$ cat config.mk
export PLATFORM = sky130hd
export DESIGN_NAME = datapath_sequencer
export DESIGN_NICKNAME = d
export VERILOG_FILES = /design/src/rtl/datapath_sequencer.sv
export SDC_FILE = /design/constraint.sdc
export NUM_CORES = 1
export LEC_CHECK = 0
export ABC_CLOCK_PERIOD_IN_PS = 4400
export CAP_MARGIN = 20
export CORE_UTILIZATION = 40
export DETAILED_ROUTE_END_ITERATION = 12
export PLACE_DENSITY = 0.66
export SYNTH_ARGS = -nofsm -noshare
export SYNTH_HDL_FRONTEND = slang
export SYNTH_SLANG_ARGS = --single-unit
$ cat constraint.sdc
create_clock -name clk -period 4.4 [get_ports clk]
set_input_delay 0.44 -clock clk [delete_from_list [all_inputs] [get_ports clk]]
set_output_delay 0.44 -clock clk [all_outputs]
set_load 0.05 [all_outputs]
$ cat src/rtl/datapath_sequencer.sv
// Multi-cycle fetch/decode/execute sequencer for the simple-RISC datapath.
// Moore FSM: the EXEC variants are separate states so that every output
// depends only on the current state, never on the opcode inputs.
module datapath_sequencer #(
  parameter int MEM_TIMEOUT   = 15,
  parameter bit STATUS_ON_ALU = 1'b0
) (
  input  logic       clk,
  input  logic       rst_n,
  input  logic       start,
  input  logic [2:0] opcode,
  input  logic [1:0] ALU_op,
  input  logic [1:0] shift_op,
  input  logic       mem_ready,
  output logic       waiting,
  output logic       halted,
  output logic       err,
  output logic [1:0] reg_sel,
  output logic [1:0] wb_sel,
  output logic       w_en,
  output logic       en_A,
  output logic       en_B,
  output logic       en_C,
  output logic       en_status,
  output logic       sel_A,
  output logic       sel_B,
  output logic       load_ir,
  output logic       load_pc,
  output logic       load_addr,
  output logic       addr_sel,
  output logic [1:0] mem_cmd
);

  typedef enum logic [4:0] {
    S_WAIT, S_FETCH, S_LOAD_IR, S_DECODE, S_WR_IMM, S_GET_A, S_GET_B,
    S_EXEC_ALU, S_EXEC_CMP, S_EXEC_MOV, S_EXEC_MVN, S_WB, S_ADDR,
    S_LD_ADDR, S_MEM_RD, S_LD_WB, S_ST_B, S_ST_C, S_MEM_WR, S_HALT, S_ERR
  } state_t;

  // Counter value seen during the last permitted cycle in a memory state.
  localparam logic [7:0] TMO_LAST = 8'(MEM_TIMEOUT - 1);

  state_t     state, next;
  logic [7:0] wait_cnt;
  logic       in_mem, timed_out;

  // shift_op is routed to the shifter by the datapath; it is not decoded here.
  logic unused;
  assign unused = ^shift_op;

  assign in_mem    = (state == S_FETCH) || (state == S_MEM_RD) || (state == S_MEM_WR);
  assign timed_out = !mem_ready && (wait_cnt == TMO_LAST);

  // State register.
  always_ff @(posedge clk or negedge rst_n) begin
    if (!rst_n) state <= S_WAIT;
    else        state <= next;
  end

  // Wait counter: counts stalled cycles, restarts on every state change.
  always_ff @(posedge clk or negedge rst_n) begin
    if (!rst_n)                     wait_cnt <= 8'd0;
    else if (in_mem && next == state) wait_cnt <= wait_cnt + 8'd1;
    else                            wait_cnt <= 8'd0;
  end

  // Next-state logic; opcode/ALU_op are held stable from DECODE to retire.
  always_comb begin
    next = state;
    case (state)
      S_WAIT:    if (start) next = S_FETCH;
      S_FETCH:   if (mem_ready) next = S_LOAD_IR; else if (timed_out) next = S_ERR;
      S_LOAD_IR: next = S_DECODE;
      S_DECODE: begin
        case (opcode)
          3'b110: begin
            case (ALU_op)
              2'b10:   next = S_WR_IMM;
              2'b00:   next = S_GET_B;
              default: next = S_ERR;
            endcase
          end
          3'b101:         next = (ALU_op == 2'b11) ? S_GET_B : S_GET_A;
          3'b011, 3'b100: next = S_GET_A;
          3'b111:         next = S_HALT;
          default:        next = S_ERR;
        endcase
      end
      S_WR_IMM:  next = S_WAIT;
      S_GET_A:   next = (opcode == 3'b101) ? S_GET_B : S_ADDR;
      S_GET_B: begin
        if (opcode == 3'b110) next = S_EXEC_MOV;
        else begin
          case (ALU_op)
            2'b01:   next = S_EXEC_CMP;
            2'b11:   next = S_EXEC_MVN;
            default: next = S_EXEC_ALU;
          endcase
        end
      end
      S_EXEC_ALU, S_EXEC_MOV, S_EXEC_MVN: next = S_WB;
      S_EXEC_CMP: next = S_WAIT;
      S_WB:       next = S_WAIT;
      S_ADDR:     next = S_LD_ADDR;
      S_LD_ADDR:  next = (opcode == 3'b100) ? S_ST_B : S_MEM_RD;
      S_MEM_RD:   if (mem_ready) next = S_LD_WB; else if (timed_out) next = S_ERR;
      S_LD_WB:    next = S_WAIT;
      S_ST_B:     next = S_ST_C;
      S_ST_C:     next = S_MEM_WR;
      S_MEM_WR:   if (mem_ready) next = S_WAIT; else if (timed_out) next = S_ERR;
      S_HALT:     next = S_HALT;
      S_ERR:      next = S_ERR;
      default:    next = S_WAIT;
    endcase
  end

  // Moore outputs decoded from the current state.
  always_comb begin
    waiting = 1'b0; halted = 1'b0; err = 1'b0;
    reg_sel = 2'b00; wb_sel = 2'b00; w_en = 1'b0;
    en_A = 1'b0; en_B = 1'b0; en_C = 1'b0; en_status = 1'b0;
    sel_A = 1'b0; sel_B = 1'b0;
    load_ir = 1'b0; load_pc = 1'b0; load_addr = 1'b0;
    addr_sel = 1'b0; mem_cmd = 2'b00;
    case (state)
      S_WAIT:     waiting = 1'b1;
      S_FETCH:    begin addr_sel = 1'b1; mem_cmd = 2'b01; end
      S_LOAD_IR:  begin load_ir = 1'b1; load_pc = 1'b1; end
      S_WR_IMM:   begin reg_sel = 2'b10; wb_sel = 2'b10; w_en = 1'b1; end
      S_GET_A:    begin reg_sel = 2'b10; en_A = 1'b1; end
      S_GET_B:    begin reg_sel = 2'b00; en_B = 1'b1; end
      S_EXEC_ALU: begin en_C = 1'b1; en_status = STATUS_ON_ALU; end
      S_EXEC_CMP: en_status = 1'b1;
      S_EXEC_MOV: begin en_C = 1'b1; sel_A = 1'b1; end
      S_EXEC_MVN: begin en_C = 1'b1; sel_A = 1'b1; en_status = STATUS_ON_ALU; end
      S_WB:       begin reg_sel = 2'b01; wb_sel = 2'b00; w_en = 1'b1; end
      S_ADDR:     begin en_C = 1'b1; sel_B = 1'b1; end
      S_LD_ADDR:  load_addr = 1'b1;
      S_MEM_RD:   begin addr_sel = 1'b0; mem_cmd = 2'b01; end
      S_LD_WB:    begin reg_sel = 2'b01; wb_sel = 2'b11; w_en = 1'b1; end
      S_ST_B:     begin reg_sel = 2'b01; en_B = 1'b1; end
      S_ST_C:     begin en_C = 1'b1; sel_A = 1'b1; end
      S_MEM_WR:   begin addr_sel = 1'b0; mem_cmd = 2'b10; end
      S_HALT:     halted = 1'b1;
      S_ERR:      err = 1'b1;
      default:    ;
    endcase
  end

endmodule

==> results.txt <==
met1 usage -> 0.2551
met2 Use GR -> 0.3602
PD cells -> 638.2 mW/mm^2
commonest non-fill, non-tap cell in the layout -> clkdlybuf4s50_1
sequential cell area fraction in the yosys report -> 0.2324
Final Hold Vio Count -> 0
clock sinks -> 13
largest net degree at the start of global routing -> 29
Slew Limit Headroom -> 0.5578
cts hold-fix bufs -> 0
root buffer cell -> clkbuf_4
cell count after synthesis -> 174
flops & latches, synth -> 13
total power -> 1.074 mW
LEAKAGE -> 0.6242 nW
CTS tree -> yes
Clk pwr share -> 0.071
Tightest Hold Check Type -> input port to asynchronous set/reset pin
grt met3 use -> 0.03782
share of layout cells above drive strength 1 -> 0.09375
Tcrit/Tclk final -> 0.7585
setup_tns -> 0 ns
Die Y -> 61.16 um
ANT nets after route -> 0
logic gate share of total power -> 0.713
drt initial violations -> 88
DRT Pass-1 Iters -> 4
FMAX -> 299.6 MHz
syn nets -> 187
GPL Wtd Cong -> 0.8831
dpl hpwl -> 2.695 mm
max_cap viols -> 0
Skew-Pair Late Insertion Delay -> 0.28 ns
Startpoint Class -> flip-flop
Critical Path RT -> 3.96 ns
most frequent cells in the layout -> 28 x clkdlybuf4s50_1, 21 x nor2_1, 13 x nor3_1, 13 x dfrtp_1, 12 x a21oi_1
# DRC -> 0
status -> complete, no violations
Crit path arrival time -> 2.90 ns
clk slew on worst S/H paths -> 0.09 ns
Area growth, synth to finish -> 20.20%
Vias/cell -> 5.660
top_reg_cell synth -> dfrtp_1
Clock Skews -> 0.002892 ns
max-slew violations -> 0
r2r endpoint -> wait_cnt[3]
IR drop worst, VDD -> 185.9 uV
post-layout net count -> 206
final setup vio count -> 0
crit path kind -> flip-flop to output port
Yosys cell types -> 56
antenna violations before repair -> 0
R2R Path Start -> state[0]
NetSw -> 0.6039 mW
GR Overflow Total -> 0
Core Region -> 0.003337 mm^2
Sequential Power Share -> 0.216
RSZ-0062 raised after global routing -> false
Synth warnings -> 0
via count -> 1347
global-route wire length before repair -> 5.630 mm
H-tree Lvls -> 1
vias in the first global route -> 1212
mapped cell area -> 0.001400 mm^2
Starting Density -> 0.4196
CTS buffer count -> 3
final wirelength -> 3.581 mm
Post-CTS Resized -> 0
antenna cells -> 0
PortBufs -> 28
all-layer global routing usage -> 0.2015
number of placed instances, taps included -> 234
Post-CTS Setup Bufs -> 0
row count -> 21
busiest metal layer after global routing -> met2
Worst-Margin Slew -> 0.6632 ns
Pint -> 0.4701 mW
Sw Share -> 0.5623
io pins -> 31
Total Die Area -> 0.003741 mm^2
worst-path maximum fanout -> 23
CTS max path bufs -> 2
Die X -> 61.16 um
EDFF count, synth -> 0
WL/cell -> 15.05 um
Finished Layout Cells -> 238
Post-Syn Area per Cell -> 8.047 um^2
setup slack, reg-to-reg -> 2.02 ns
Final Critical Period -> 3.337 ns
cells on worst reg2reg path -> 5
Worst Setup End Kind -> output port
Post-synth ARST share -> 1.000
## stage by stage
step	util	worst slack, ns	area [um^2]	hold slack (ns)
floorplan	-	1.962	1400	0.1444
global placement	0.4961	1.393	1655	0.5379
detailed placement	0.4961	1.388	1655	0.5408
CTS	0.5043	1.051	1683	0.5417
global route	0.5043	0.9005	1683	0.5851
finish	0.5043	1.063	1683	0.5349
## flip-flops by register name (all words and copies together) (netlist names)
name and flops:
wait_cnt 8, state 5
## power groups by stage
stage / logic, mW / clock network [mW] / registers [mW]
2_1_floorplan: 0.675 / 0 / 0.164
3_3_place_gp: 0.758 / 0 / 0.233
3_5_place_dp: 0.765 / 0 / 0.235
4_1_cts: 0.767 / 0.0801 / 0.232
5_1_grt: 0.825 / 0.0849 / 0.241
6_report: 0.766 / 0.0762 / 0.232
## metal layers
metal,up-vias,wire length [um]
li1,678,-
met1,631,1636
met2,34,1815
met3,4,94
met4,0,35
met5,-,0
## cell usage after synthesis (4+ instances only)
library cell | number | area share
nand2_1 | 6 | 0.016
nand2b_1 | 6 | 0.027
buf_2 | 6 | 0.021
o21ai_0 | 9 | 0.032
nand3_1 | 6 | 0.021
inv_1 | 4 | 0.011
nand3b_1 | 4 | 0.021
a21oi_1 | 12 | 0.043
clkbuf_1 | 4 | 0.011
and3_1 | 4 | 0.018
nor2_1 | 21 | 0.056
or3_1 | 4 | 0.018
dfrtp_1 | 13 | 0.23
xor2_1 | 7 | 0.044
nor3_1 | 13 | 0.046
## layout make-up
type	count	area, um^2
sequential	13	325.3
inverter	6	22.52
clock inverter	1	5.005
multi-input combinational	140	962.2
clock buffer	3	22.52
tap	46	57.56
fill	341	1654
timing repair buffer	29	287.8
## logic make-up (layout without fill, tap and decap cells)
logic type	after synthesis	in the layout	share of synthesized area
AO/OA/AOI/OAI	44	44	0.2547
XOR/XNOR	9	9	0.05630
adder cells (fa/ha/maj)	2	2	0.01787
buffers and inverters	21	39	0.08042
flip-flops	13	13	0.2323
multiplexers	1	1	0.007150
AND/OR/NAND/NOR	84	84	0.3512
## worst max-delay path, cell delays in order (launching register included)
cell and delay [ns]:
dfrtp_1 0.78, nand3b_1 0.31, a311oi_2 0.56, a31o_2 0.18, clkdlybuf4s50_1 0.79
## worst max path at each step
| stage | start | to | slack (ns) | cells after the start |
|---|---|---|---|---|
| 5_1_grt | state[0] | en_C | 0.90 | 4 |
| 6_report | state[0] | en_C | 1.06 | 4 |
| 2_1_floorplan | state[2] | en_B | 1.96 | 6 |
| 3_3_place_gp | state[1] | en_C | 1.39 | 4 |
| 3_5_place_dp | state[1] | en_C | 1.39 | 4 |
| 4_1_cts | state[1] | en_C | 1.05 | 4 |
Power figures use the tool's default switching activity.
